**src/rtl/coin_change_dispenser.sv**
```systemverilog
// Greedy four-channel coin change dispenser with per-tube inventory.
// Moore FSM: one SEL gap cycle precedes every COIN pulse cycle.
module coin_change_dispenser #(
  parameter int W          = 7,
  parameter int V_Q        = 25,
  parameter int V_D        = 10,
  parameter int V_N        = 5,
  parameter int V_P        = 1,
  parameter int STOCK_W    = 4,
  parameter int STOCK_INIT = 8
) (
  input  logic         clk,
  input  logic         reset,
  input  logic         start,
  input  logic [W-1:0] money,
  input  logic [W-1:0] price,
  input  logic         refill,
  output logic         disp_Q,
  output logic         disp_D,
  output logic         disp_N,
  output logic         disp_P,
  output logic         done,
  output logic         busy,
  output logic         underpaid,
  output logic         short_change,
  output logic [W-1:0] change_left,
  output logic [3:0]   stock_empty
);

  typedef enum logic [1:0] {
    IDLE,
    SEL,
    COIN,
    DONE
  } state_t;

  localparam logic [3:0][W-1:0] VAL = {
    W'(V_Q), W'(V_D), W'(V_N), W'(V_P)
  };
  localparam logic [STOCK_W-1:0] INIT =
    STOCK_W'(STOCK_INIT);

  state_t                   state_q, state_d;
  logic [W-1:0]             change_q, change_d;
  logic [1:0]               sel_q, sel_d;
  logic                     up_q, up_d;
  logic                     short_q, short_d;
  logic [3:0][STOCK_W-1:0]  stock_q, stock_d;

  logic                     pick_ok;
  logic [1:0]               pick;

  // Highest-value channel that fits the remainder and has stock.
  always_comb begin
    pick_ok = 1'b0;
    pick    = 2'd0;
    for (int i = 0; i < 4; i++) begin
      if (change_q >= VAL[i] && stock_q[i] != '0) begin
        pick_ok = 1'b1;
        pick    = 2'(i);
      end
    end
  end

  // Next-state and datapath update.
  always_comb begin
    state_d  = state_q;
    change_d = change_q;
    sel_d    = sel_q;
    up_d     = up_q;
    short_d  = short_q;
    stock_d  = stock_q;
    unique case (state_q)
      IDLE, DONE: begin
        if (refill) begin
          stock_d = {4{INIT}};
        end
        if (start) begin
          change_d = (money >= price) ?
                     money - price : money;
          up_d     = (money < price);
          short_d  = 1'b0;
          state_d  = SEL;
        end
      end
      SEL: begin
        if (change_q == '0) begin
          state_d = DONE;
        end else if (pick_ok) begin
          sel_d         = pick;
          change_d      = change_q - VAL[pick];
          stock_d[pick] = stock_q[pick] -
                          STOCK_W'(1);
          state_d       = COIN;
        end else begin
          short_d = 1'b1;
          state_d = DONE;
        end
      end
      COIN: begin
        state_d = SEL;
      end
      default: begin
        state_d = IDLE;
      end
    endcase
  end

  // State and datapath registers.
  always_ff @(posedge clk or negedge reset) begin
    if (!reset) begin
      state_q  <= IDLE;
      change_q <= '0;
      sel_q    <= 2'd0;
      up_q     <= 1'b0;
      short_q  <= 1'b0;
      stock_q  <= {4{INIT}};
    end else begin
      state_q  <= state_d;
      change_q <= change_d;
      sel_q    <= sel_d;
      up_q     <= up_d;
      short_q  <= short_d;
      stock_q  <= stock_d;
    end
  end

  // Empty-tube flags straight from the counters.
  always_comb begin
    stock_empty = '0;
    for (int i = 0; i < 4; i++) begin
      stock_empty[i] = (stock_q[i] == '0);
    end
  end

  assign disp_Q = (state_q == COIN) && (sel_q == 2'd3);
  assign disp_D = (state_q == COIN) && (sel_q == 2'd2);
  assign disp_N = (state_q == COIN) && (sel_q == 2'd1);
  assign disp_P = (state_q == COIN) && (sel_q == 2'd0);

  assign done         = (state_q == DONE);
  assign busy         = (state_q == SEL) ||
                        (state_q == COIN);
  assign underpaid    = up_q;
  assign short_change = short_q;
  assign change_left  = change_q;

endmodule

```
**config.mk**
```make
export PLATFORM = sky130hd
export DESIGN_NAME = coin_change_dispenser
export DESIGN_NICKNAME = d
export VERILOG_FILES = /design/src/rtl/coin_change_dispenser.sv
export SDC_FILE = /design/constraint.sdc
export NUM_CORES = 1
export LEC_CHECK = 0
export BUFFER_PORTS_ARGS = -buffer_cell sky130_fd_sc_hd__buf_4
export CORE_MARGIN = 10
export CORE_UTILIZATION = 57
export CTS_CLUSTER_DIAMETER = 100
export DETAILED_ROUTE_END_ITERATION = 10
export PLACE_DENSITY_LB_ADDON = 0.12
export SETUP_SLACK_MARGIN = 0.1
export SYNTH_ARGS = -nofsm -noshare
export SYNTH_HDL_FRONTEND = slang
export SYNTH_SLANG_ARGS = --single-unit
```
**constraint.sdc**
```tcl
create_clock -name clk -period 2.9 [get_ports clk]
set_input_delay 0.435 -clock clk [delete_from_list [all_inputs] [get_ports clk]]
set_output_delay 0.435 -clock clk [all_outputs]
set_load 0.02 [all_outputs]
```
* After elaboration in Yosys (flattened, before gate mapping)
Cells that the tools add are included.
Storage, ports and cells: flip-flop bits (word level) 29, output and inout port bits 19, word-level logic and storage cells 91
Operators by class: $add $sub $neg 3, order comparisons 8, equal/unequal tests 11, multiplexer cells 31, bitwise operators 1, reduce and logical (&&, ||, !) cells 28
Operators with widths (count):
- 16-bit two-way mux | 3
- 7-bit two-way mux | 5
- 16-bit one-hot mux with 2 select lines | 1
- 16-bit bitwise mux | 1
- 4-bit logical NOT | 4
- 4-bit nonzero test | 4
- 7-bit binary-select mux with 2-bit select | 1
- 7-bit one-hot mux with 2 select lines | 1
- 7-bit subtractor | 2
- 4-bit AND reduction | 3
- 1-bit two-way mux | 10
- 2-bit != test (second input constant) | 5
- 1-bit logical AND | 9
- 4-bit binary-select mux with 2-bit select | 1
- 4-bit demux with 2-bit select | 1
- 2-bit equality test (second input constant) | 4
- 4-bit two-way mux | 2
- 7-bit by 1-bit greater-or-equal comparator with 1-bit output (second input constant) | 1
- 7-bit by 3-bit greater-or-equal comparator with 1-bit output (second input constant) | 1
- 7-bit by 4-bit greater-or-equal comparator with 1-bit output (second input constant) | 1
- 7-bit by 5-bit greater-or-equal comparator with 1-bit output (second input constant) | 1
- 7-bit greater-or-equal comparator | 1
- 7-bit logical NOT | 1
- 7-bit less-than comparator | 1
- 14 further kinds | 18

* Logic depth before layout (Yosys ltp)
Gate-level depths: netlist of the first run.
word-level depth 13, mapped depth 13

* Worst setup path after synthesis of the first run
OpenSTA, ideal clock, no wires.
path kind reg-to-reg, from reg stock_q[5] (netlist bit), to reg change_q[6] (netlist: change_left[6]), library setup time 130 ps, data arrival time 2804 ps, path slack -34 ps, stages on the path, launching flop included 13, path through dfrtp_1 > nor4_1 > o21ba_1 > buf_6 > nand2_1 > ha_1 > nor2b_1 > o21ai_0 > a21oi_1 > nor3_1 > nand3_1 > nand3_1 > nand4_1
On the way: cells in the longest elaborated chain, start to end 11, elaborated cells between the ends (all ways) 16, classes of those cells 1 x add/sub; 1 x eq/ne; 11 x mux; 3 x reduce/logical
Ends and longest elaborated chain:
- start: declaration | RTL line 48 | logic [3:0][STOCK_W-1:0] stock_q, stock_d;
- start signal: assignment | RTL line 117 | stock_q <= {4{INIT}};
- start signal: assignment | RTL line 124 | stock_q <= stock_d;
- 4-bit nonzero test * | RTL line 58 | if (change_q >= VAL[i] && stock_q[i] != '0) begin
- 1-bit logical AND * | RTL line 58
- 1-bit two-way mux | RTL line 58
- 2-bit two-way mux (2 in a row) | RTL line 58
- 7-bit binary-select mux with 2-bit select | RTL line 91 | change_d = change_q - VAL[pick];
- 7-bit two-way mux (not written as such) | RTL line 91
- 7-bit subtractor | RTL line 91
- 7-bit two-way mux | RTL line 89 | end else if (pick_ok) begin
- 7-bit two-way mux | RTL line 87 | if (change_q == '0) begin
- 7-bit one-hot mux with 2 select lines | RTL line 73 | unique case (state_q)
- end signal: assignment | RTL line 120 | change_q <= change_d;
- end: declaration | RTL line 44 | logic [W-1:0] change_q, change_d;
Mark *: on every way between the ends. The rest lies on a longest branch, timed or not. The select of a mux whose other input is x is not followed. A chain may end at the register's enable or synchronous reset.

* Worst setup path after layout of the first run
from reg change_q[3] (netlist: change_left[3]), to reg change_q[6] (netlist: change_left[6])
On the way: cells in the longest elaborated chain, start to end 11, elaborated cells between the ends (all ways) 25, classes of those cells 1 x add/sub; 4 x order compare; 2 x eq/ne; 12 x mux; 6 x reduce/logical
Ends and longest elaborated chain (RTL line):
- 7-bit by 3-bit greater-or-equal comparator with 1-bit output | 58
- 1-bit logical AND | 58
- 1-bit two-way mux | 58
- 2-bit two-way mux (2 in a row) | 58
- 7-bit binary-select mux with 2-bit select | 91
- 7-bit two-way mux (not written as such) | 91
- 7-bit subtractor | 91
- 7-bit two-way mux | 89
- 7-bit two-way mux | 87
- 7-bit one-hot mux with 2 select lines | 73
Several ways; a longest one is shown, not always the timed one. The select of a mux whose other input is x is not followed.

==> impl_metrics.env, run 1 <==
export IMPL_status="completed"
export IMPL_tritoncts="yes"
export IMPL_post_drt_wl_per_cell_um=16.4
export IMPL_drtAntennaViolNets=0
export IMPL_r2r_end="change_left[6]$_DFFE_PN0P_"
export IMPL_syn_nets=308
export IMPL_area_growth_pct=22.7
export IMPL_slowest_stage="or4_4"
export IMPL_cap_violations=0
export IMPL_fin_tns_setup_ns=0
export IMPL_crit_fanout=6
export IMPL_cts_buffers=5
export IMPL_async_flop_share_pct=100
export IMPL_relSlewSlack_pct=56.5
export IMPL_rr_startpoint="change_left[3]$_DFFE_PN0P_"
export IMPL_ios=37
export IMPL_initial_core_util_pct=59.3
export IMPL_ir_worst_vdd_mv=0.667
export IMPL_vias=2257
export IMPL_gr_total_overflow=0
export IMPL_cts_max_level=2
export IMPL_finalNonFillerCells=374
export IMPL_die_w_um=84.8
export IMPL_diodes=0
export IMPL_synth_seq_area_share_pct=30.6
export IMPL_clock_skew_ns=0.0114
export IMPL_r2r_cells=11
export IMPL_grt_usage_pct=16.6
export IMPL_insertion_delay_ns=0.28
export IMPL_p_leak_nw=1.40
export IMPL_clock_sinks=29
export IMPL_synth_top_cells_by_area="dfrtp_1 (26%), ha_1 (9.4%), o21ai_0 (6.1%), nand2_1 (4.7%), dfstp_2 (4.4%)"
export IMPL_row_count=23
export IMPL_period_share_pct=92.8
export IMPL_cts_root_buf="clkbuf_8"
export IMPL_grt_pass1_wl_mm=10.1
export IMPL_path_clk_slew_ns=0.07
export IMPL_critPathKind="reg2reg"
export IMPL_reg2reg_slack_ns=0.21
export IMPL_timing_fmax_mhz=371
export IMPL_drt_pre_antenna_iters=5
export IMPL_io_buffers=36
export IMPL_holdBufCountCts=0
export IMPL_drt_vias_per_instance=6.03
export IMPL_drt_initial_drc_count=150
export IMPL_dp_hpwl_mm=4.85
export IMPL_grt_max_degree=30
export IMPL_min_period_ns=2.69
export IMPL_worstPathRequired_ns=3.06
export IMPL_place_inst=363
export IMPL_setup_violations=0
export IMPL_syn_cell_area_sq_um=2390
export IMPL_finalHoldViolations=0
export IMPL_core_area_sq_um=4030
export IMPL_tightestPinTransition_ns=0.652
export IMPL_critical_path_arrival_ns=2.86
export IMPL_slowest_delay_ns=0.51
export IMPL_slew_viol_final=0
export IMPL_crit_chain="or4_4 > o21ba_1 > nand2_1 > ha_1 > nor2b_1 > o21ai_1 > a21oi_1 > nor3_1 > nand3_1 > nand3_1 > nand4_1"
export IMPL_ctsLongestPathBuffers=2
export IMPL_finalNetCount=361
export IMPL_drive_above_1_share_pct=28.1
export IMPL_p_total_mw=3.64
export IMPL_finalWirelength_mm=6.12
export IMPL_drc=0
export IMPL_synth_edf_count=0
export IMPL_worst_path_most_repeated_cell="nand3_1"
export IMPL_syn_area_per_cell_sq_um=8.85
export IMPL_die_area_sq_um=7180
export IMPL_ys_flop_type="dfrtp_1"
export IMPL_start_kind="register"
export IMPL_antenna_found_initial=0
export IMPL_syn_inst=270
export IMPL_synth_seq_cells=29
export IMPL_ys_warnings_count=0
export IMPL_cp_end_kind="register"
export IMPL_dieHeight_um=84.8
export IMPL_rsz0062_at_grt="true"
export IMPL_yosysTopAreaCellShare_pct=26.2
export IMPL_hp_class="in2async"
export IMPL_gp_congestion=0.868
export IMPL_ys_types=62
export IMPL_power_density_nw_per_um2=1240
export IMPL_synth_area_leader_cell="dfrtp_1"
export IMPL_grt_pass1_vias=2128
synthesized netlist by cell type, drive strengths merged (2+ instances only):
| cell type | instances |
|---|---|
| o21ai | 34 |
| nand2 | 30 |
| dfrtp | 25 |
| inv | 23 |
| nor2 | 20 |
| ha | 18 |
| a21oi | 15 |
| nand3 | 7 |
| nor2b | 7 |
| a21o | 6 |
| mux2i | 6 |
| nor3b | 6 |
| o21a | 6 |
| nand2b | 5 |
| a31oi | 4 |
| dfstp | 4 |
| nor4 | 4 |
| buf | 3 |
| clkbuf | 3 |
| o211ai | 3 |
| o31a | 3 |
| or4 | 3 |
| xnor2 | 3 |
| a211oi | 2 |
| fa | 2 |
| nand4 | 2 |
| nand4b | 2 |
| nor3 | 2 |
| o32a | 2 |
| o41ai | 2 |
sequential cells by signal, indices dropped and copies added, names as in the netlist:
| signal | flops |
|---|---|
| state_q | 2 |
| sel_q | 2 |
| underpaid | 1 |
| short_change | 1 |
| change_left | 7 |
| stock_q | 16 |
critical path, delay by kind of cell, from the launching register on:
kind,cells,cell delay (ns)
AO/OA/AOI/OAI,3,0.57
adder cells (fa/ha/maj),1,0.25
flip-flops,1,0.46
AND/OR/NAND/NOR,7,1.31
what timing repair did:
| item | CTS | global route |
|---|---|---|
| pin swaps | 1 | 0 |
| endpoints found under the setup margin | 1 | 4 |
| setup buffers | 3 | 0 |
| resized for setup | 0 | 6 |
layer usage:
layer  routed length (um)  share of wire (%)  up-vias  track usage (%)
li1                     -                  -     1083                -
met1                 2830                 46     1089             21.8
met2                 2840                 46       72             26.6
met3                  372                6.1       13             3.96
met4                   72                1.2        0             4.04
met5                    0                  0        -                0
logic make-up (layout without fill, tap and decap cells):
logic type	count (synthesis)	count (layout)	share of synthesized area (%)
buffers and inverters	30	84	5.65
XOR/XNOR	4	4	1.47
flip-flops	29	29	30.6
adder cells (fa/ha/maj)	20	20	11.1
AND/OR/NAND/NOR	93	93	21.3
AO/OA/AOI/OAI	88	88	27.4
multiplexers	6	6	2.51
where the power goes:
part           switching (mW)  leakage, nW  internal [mW]
clock network           0.148       0.0455          0.193
registers               0.184        0.357          0.567
logic                    1.48        0.999           1.07
how the worst max path moves through the flow:
stage | from | to
after global routing | change_left[1]$_DFFE_PN0P_ | change_left[4]$_DFFE_PN0P_
after global placement | change_left[1]$_DFFE_PN0P_ | change_left[4]$_DFFE_PN0P_
after CTS | change_left[1]$_DFFE_PN0P_ | change_left[4]$_DFFE_PN0P_
after detailed placement | change_left[1]$_DFFE_PN0P_ | change_left[4]$_DFFE_PN0P_
final | change_left[3]$_DFFE_PN0P_ | change_left[6]$_DFFE_PN0P_
after floorplan | stock_q[9]$_DFFE_PN0P_ | change_left[6]$_DFFE_PN0P_
final cells by class:
type                            instances  area, sq um
Multi-Input combinational cell        211         1570
Inverter                               24         90.1
Clock buffer                            8         90.1
Timing Repair Buffer                   52          390
Tap cell                               50         62.6
Fill cell                             316         1100
Sequential cell                        29          733
per-stage QoR:
| stage | setup WS, ns | area [sq um] | hold WS, ns | util, % |
|---|---|---|---|---|
| finish | 0.208 | 2930 | 0.0627 | 72.8 |
| global route | 0.0240 | 2930 | 0.0852 | 72.8 |
| CTS | 0.169 | 2910 | 0.0784 | 72.3 |
| detailed placement | 0.0742 | 2800 | 0.382 | 69.5 |
| global placement | 0.166 | 2800 | 0.377 | 69.5 |
| floorplan | 0.120 | 2410 | 0.139 | - |
cells in the final DEF (no fill, tap or decap), drive strengths merged, types with 2 or more instances in the layout:
| cell | count |
|---|---|
| a21oi | 15 |
| nand2 | 30 |
| nand2b | 5 |
| o31a | 3 |
| nor3 | 2 |
| o211ai | 3 |
| buf | 52 |
| a21o | 6 |
| nor4 | 4 |
| clkbuf | 8 |
| nor2b | 7 |
| nor2 | 20 |
| dfstp | 4 |
| o21ai | 34 |
| o32a | 2 |
| a31oi | 4 |
| o21a | 6 |
| a211oi | 2 |
| xnor2 | 3 |
| inv | 23 |
| nand4b | 2 |
| nor3b | 6 |
| or4 | 3 |
| dfrtp | 25 |
| nand3 | 7 |
| mux2i | 6 |
| o41ai | 2 |
| nand4 | 2 |
| fa | 2 |
| ha | 18 |
(Power assumes the default switching activity.)
==> inputs of run 2 (changes only) <==
Settings changed: SETUP_SLACK_MARGIN 0.1 to 0.3.
==> run 2 against run 1 <==
  * Via count rose by 4.6%
  * Global-route usage rose by 2.3 points
  * Non-clock buffer count rose by 9
  * Sequential share of layout area fell by 1.5 points
  * Final area rose by 7.3%
  * Worst hold slack got worse by 0.0050 ns
  * Critical path depth did not move
  * Combinational power rose by 16%
  * Clock power rose by 51%
  * Register-to-register slack improved by 0.07 ns
  * Critical endpoint unchanged
  * Largest cell class unchanged
  * Largest power group unchanged
  * Highest routed layer unchanged
==> impl_metrics.env, run 2 (synthesized netlist as in run 1, its figures left out) <==
export IMPL_post_drt_wl_per_cell_um=18.5
export IMPL_p_total_mw=4.23
export IMPL_dieHeight_um=84.8
export IMPL_worstPathRequired_ns=3.07
export IMPL_cp_end_kind="register"
export IMPL_place_inst=361
export IMPL_ctsLongestPathBuffers=2
export IMPL_p_leak_nw=1.49
export IMPL_holdBufCountCts=0
export IMPL_hp_class="in2async"
export IMPL_finalWirelength_mm=7.09
export IMPL_period_share_pct=90.3
export IMPL_min_period_ns=2.62
export IMPL_ir_worst_vdd_mv=0.834
export IMPL_drive_above_1_share_pct=35.1
export IMPL_gr_total_overflow=0
export IMPL_drt_pre_antenna_iters=6
export IMPL_insertion_delay_ns=0.29
export IMPL_vias=2360
export IMPL_clock_sinks=29
export IMPL_die_area_sq_um=7180
export IMPL_clkPwrFrac_pct=12.2
export IMPL_cap_violations=0
export IMPL_crit_fanout=5
export IMPL_cts_max_level=2
export IMPL_cts_buffers=5
export IMPL_grt_pass1_vias=2255
export IMPL_gp_congestion=0.886
export IMPL_fin_tns_setup_ns=0
export IMPL_tritoncts="yes"
export IMPL_final_common_cell="buf_4"
export IMPL_diodes=0
export IMPL_p_seq_share_pct=18.1
export IMPL_internal_power_mw=2.19
export IMPL_switching_share_pct=48.4
export IMPL_status="completed"
export IMPL_setup_violations=0
export IMPL_drc=0
export IMPL_die_w_um=84.8
export IMPL_final_cell_mix="buf_4 (61), nand2_1 (29), o21ai_0 (27), inv_1 (23), dfrtp_1 (19)"
export IMPL_area_growth_pct=31.6
export IMPL_row_count=23
export IMPL_cts_root_buf="clkbuf_8"
export IMPL_finalNetCount=370
export IMPL_critical_path_arrival_ns=2.79
export IMPL_comb_power_share_pct=69.7
export IMPL_clock_skew_ns=0.00657
export IMPL_grt_pass1_wl_mm=11.2
export IMPL_slew_viol_final=0
export IMPL_finalHoldViolations=0
export IMPL_timing_fmax_mhz=382
export IMPL_grt_max_degree=30
export IMPL_drtAntennaViolNets=0
export IMPL_drt_initial_drc_count=287
export IMPL_power_density_nw_per_um2=1350
export IMPL_antenna_found_initial=0
export IMPL_drt_vias_per_instance=6.16
export IMPL_regMostFlops="stock_q"
export IMPL_relSlewSlack_pct=55.1
export IMPL_finalNonFillerCells=383
export IMPL_core_area_sq_um=4030
export IMPL_ios=37
export IMPL_path_clk_slew_ns=0.07
export IMPL_tightestPinTransition_ns=0.674
export IMPL_largest_register_ffs=16
export IMPL_io_buffers=36
export IMPL_grt_usage_pct=18.9
export IMPL_p_sw_mw=2.05
export IMPL_critPathKind="reg2reg"
export IMPL_start_kind="register"
export IMPL_dp_hpwl_mm=4.99
export IMPL_rsz0062_at_grt="true"
export IMPL_initial_core_util_pct=59.3
[run 2: cell types whose count changed in the layout (fill, tap and decap cells not counted), sizes merged]
cell    previous run  this run
buf               52        61
clkbuf             8         5
bufinv             0         2
clkinv             1         2
[run 2: critical path, cell delays in order, from the launching register on]
cell,delay (ns)
dfrtp_2,0.44
or4_4,0.59
o21ba_4,0.27
nand2_4,0.09
ha_4,0.20
nor2b_1,0.13
o21ai_2,0.15
a21oi_2,0.08
nor3_2,0.22
nand3_1,0.13
nand3_1,0.11
nand4_1,0.08
[run 2: per-stage QoR]
stage | instance area, sq um | utilization, % | setup WS (ns) | hold slack, ns
final | 3150 | 78.1 | 0.280 | 0.0577
after global routing | 3150 | 78.1 | 0.164 | 0.0792
after CTS | 3050 | 75.6 | 0.307 | 0.0702
after detailed placement | 2800 | 69.5 | 0.151 | 0.384
after global placement | 2800 | 69.5 | 0.210 | 0.377
after floorplan | 2430 | - | 0.275 | 0.139
[run 2: path summary, 6_finish.rpt]
kind | depth (start not counted) | from | to | slack, ns
worst max-delay path | 11 | change_left[6]$_DFFE_PN0P_ | change_left[6]$_DFFE_PN0P_ | 0.28
worst min-delay path | 1 | reset | underpaid$_DFFE_PN0P_ | 0.06
worst max register to register | 11 | change_left[6]$_DFFE_PN0P_ | change_left[6]$_DFFE_PN0P_ | 0.28
worst min register to register | 2 | stock_q[3]$_DFFE_PN1P_ | stock_q[3]$_DFFE_PN1P_ | 0.50
max in group asynchronous | 1 | reset | stock_q[15]$_DFFE_PN1P_ | 2.51
min in group clk | 3 | money[6] | change_left[6]$_DFFE_PN0P_ | 0.43
[run 2: layout make-up]
cell class	instances	area (sq um)
multi-input cells	211	1660
fillers	269	883
flip-flops and latches	29	738
repair buffers	61	458
inverters	24	91.3
clock buffers	5	68.8
clock inverters	3	65.1
well taps	50	62.6
[run 2: timing repair]
item,4_1_cts,5_1_grt
resized for setup,7,13
pin swaps,7,10
buffers inserted,11,3
endpoints found under the setup margin,8,8
[run 2: power by group through the flow]
stage	Combinational (mW)	Clock, mW	Sequential (mW)
5_1_grt	3.19	0.533	0.788
4_1_cts	2.65	0.518	0.756
3_3_place_gp	2.40	0	0.764
2_1_floorplan	1.69	0	0.798
3_5_place_dp	2.44	0	0.772
6_report	2.95	0.515	0.767
[run 2: metal layers]
| layer | part of all wire (%) | routed length (um) | track usage (%) |
|---|---|---|---|
| met5 | 0 | 0 | 0 |
| met3 | 8.0 | 568 | 4.83 |
| met2 | 47 | 3330 | 30.0 |
| met1 | 42 | 2960 | 24.2 |
| met4 | 3.1 | 221 | 6.59 |
==> inputs of run 3 (changes only) <==
Settings changed: CORE_UTILIZATION 57 to 50.
==> run 3 against run 2 <==
  * Register-to-register slack improved by 0.097 ns
  * Combinational power increased by 3%
  * Core utilization decreased by 11 points
  * Sequential power decreased by 0.8%
  * First-iteration DRC count decreased by 33%
  * Die area increased by 11%
  * Largest cell class unchanged
==> impl_metrics.env, run 3 (synthesized netlist as in run 1, its figures left out) <==
export IMPL_core_area_sq_um=4690
export IMPL_grt_busiest_layer="met2"
export IMPL_gp_congestion=0.884
export IMPL_grt_pass1_wl_mm=10.5
export IMPL_p_total_mw=4.13
export IMPL_slowest_stage="dfrtp_2"
export IMPL_period_share_pct=87.0
export IMPL_antenna_found_initial=0
export IMPL_drive_above_1_share_pct=36.8
export IMPL_ir_worst_vdd_mv=0.943
export IMPL_ctsLongestPathBuffers=2
export IMPL_grtUsageMet2_pct=27.3
export IMPL_crit_chain="o311ai_4 > a21oi_4 > clkinv_2 > nand2_1 > ha_1 > nor2b_1 > o21ai_1 > nand2b_1 > a21oi_2 > o21bai_1 > a21bo_2 > a21o_1"
export IMPL_crit_start="change_left[2]$_DFFE_PN0P_"
export IMPL_drtAntennaViolNets=0
export IMPL_hp_class="in2async"
export IMPL_start_kind="register"
export IMPL_drt_pre_antenna_iters=4
export IMPL_tritoncts="yes"
export IMPL_cp_depth=12
export IMPL_met1_usage_pct=22.2
export IMPL_largest_register_ffs=16
export IMPL_io_buffers=36
export IMPL_setup_violations=0
export IMPL_slowest_delay_ns=0.47
export IMPL_row_count=25
export IMPL_grtUsageMet3_pct=3.65
export IMPL_clock_sinks=29
export IMPL_clock_skew_ns=0.00621
export IMPL_cts_root_buf="clkbuf_8"
export IMPL_ios=37
export IMPL_cts_buffers=5
export IMPL_multiInputGateArea_sq_um=1650
export IMPL_worstPathRequired_ns=3.07
export IMPL_post_drt_wl_per_cell_um=17.0
export IMPL_die_w_um=89.1
export IMPL_finalWirelength_mm=6.70
export IMPL_cap_violations=0
export IMPL_dp_hpwl_mm=4.82
export IMPL_path_clk_slew_ns=0.07
export IMPL_power_density_nw_per_um2=1310
export IMPL_regMostFlops="stock_q"
export IMPL_diodes=0
export IMPL_min_period_ns=2.52
export IMPL_finalNetCount=377
export IMPL_cp_endpoint="change_left[5]$_DFFE_PN0P_"
export IMPL_status="completed"
export IMPL_drt_vias_per_instance=5.77
export IMPL_grt_usage_pct=16.7
export IMPL_vias=2272
export IMPL_path_buf_inv=1
export IMPL_timing_fmax_mhz=396
export IMPL_critical_path_arrival_ns=2.69
export IMPL_grt_max_degree=30
export IMPL_drc=0
export IMPL_final_cell_mix="buf_4 (67), nand2_1 (29), o21ai_0 (26), inv_1 (23), dfrtp_1 (19)"
export IMPL_rr_startpoint="change_left[2]$_DFFE_PN0P_"
export IMPL_ff_latch_area_sq_um=738
export IMPL_crit_fanout=7
export IMPL_cp_end_kind="register"
export IMPL_cts_max_level=2
export IMPL_gr_total_overflow=0
export IMPL_final_common_cell="buf_4"
export IMPL_drt_initial_drc_count=192
export IMPL_initial_core_util_pct=50.9
export IMPL_fin_tns_setup_ns=0
export IMPL_path_delay_family="compound AO/OA/AOI/OAI gates"
export IMPL_slew_viol_final=0
export IMPL_tightestPinTransition_ns=0.612
export IMPL_relSlewSlack_pct=59.2
export IMPL_p_leak_nw=1.51
export IMPL_insertion_delay_ns=0.28
export IMPL_finalHoldViolations=0
export IMPL_critPathKind="reg2reg"
export IMPL_r2r_end="change_left[5]$_DFFE_PN0P_"
export IMPL_filler_cell_count=375
export IMPL_grt_pass1_vias=2138
export IMPL_r2r_cells=12
export IMPL_rsz0062_at_grt="false"
export IMPL_dieHeight_um=89.1
export IMPL_die_area_sq_um=7950
export IMPL_reg2reg_slack_ns=0.38
export IMPL_area_growth_pct=31.9
## run 3: worst min-delay path by stage
| stage | to | cells past startpoint | slack [ns] |
|---|---|---|---|
| global placement | underpaid$_DFFE_PN0P_ | 1 | 0.39 |
| detailed placement | underpaid$_DFFE_PN0P_ | 1 | 0.39 |
| finish | sel_q[1]$_DFFE_PN0P_ | 1 | 0.08 |
| floorplan | change_left[0]$_DFFE_PN0P_ | 0 | 0.14 |
| CTS | change_left[0]$_DFFE_PN0P_ | 1 | 0.09 |
| global route | stock_q[13]$_DFFE_PN0P_ | 1 | 0.10 |
## run 3: area by class of cell
class | count | share of cell area (%)
Clock buffer | 6 | 2.30
Tap cell | 54 | 2.14
Inverter | 24 | 2.90
Clock inverter | 2 | 0.318
Timing Repair Buffer | 68 | 16.6
Sequential cell | 29 | 23.4
Multi-Input combinational cell | 211 | 52.3
## run 3: power breakdown
part,leakage (nW),switching (mW),total [mW],internal (mW)
logic,1.11,1.66,3.04,1.39
clock network,0.0450,0.161,0.327,0.166
registers,0.353,0.189,0.761,0.572
## run 3: timing repair
action                                  in CTS  in global routing
hold buffers                                 0                  0
resized for setup                            5                 14
endpoints found under the setup margin       3                 11
pin swaps                                    4                 12
setup buffers                                5                 13
## run 3: metrics by stage
stage | std cells | setup WS [ns] | utilization [%] | instance area [sq um] | hold slack (ns)
final | 394 | 0.377 | 67.2 | 3150 | 0.0790
after global routing | 394 | 0.245 | 67.2 | 3150 | 0.105
after CTS | 381 | 0.302 | 63.3 | 2970 | 0.0872
after detailed placement | 368 | 0.177 | 60.3 | 2830 | 0.386
after global placement | 368 | 0.226 | 60.3 | 2830 | 0.385
after floorplan | 270 | 0.275 | - | 2430 | 0.139
## run 3: routing by layer
metal	part of all wire [%]	wire length (um)
met2	47	3180
met3	5.6	376
met5	0	0
met1	46	3070
met4	1.1	76
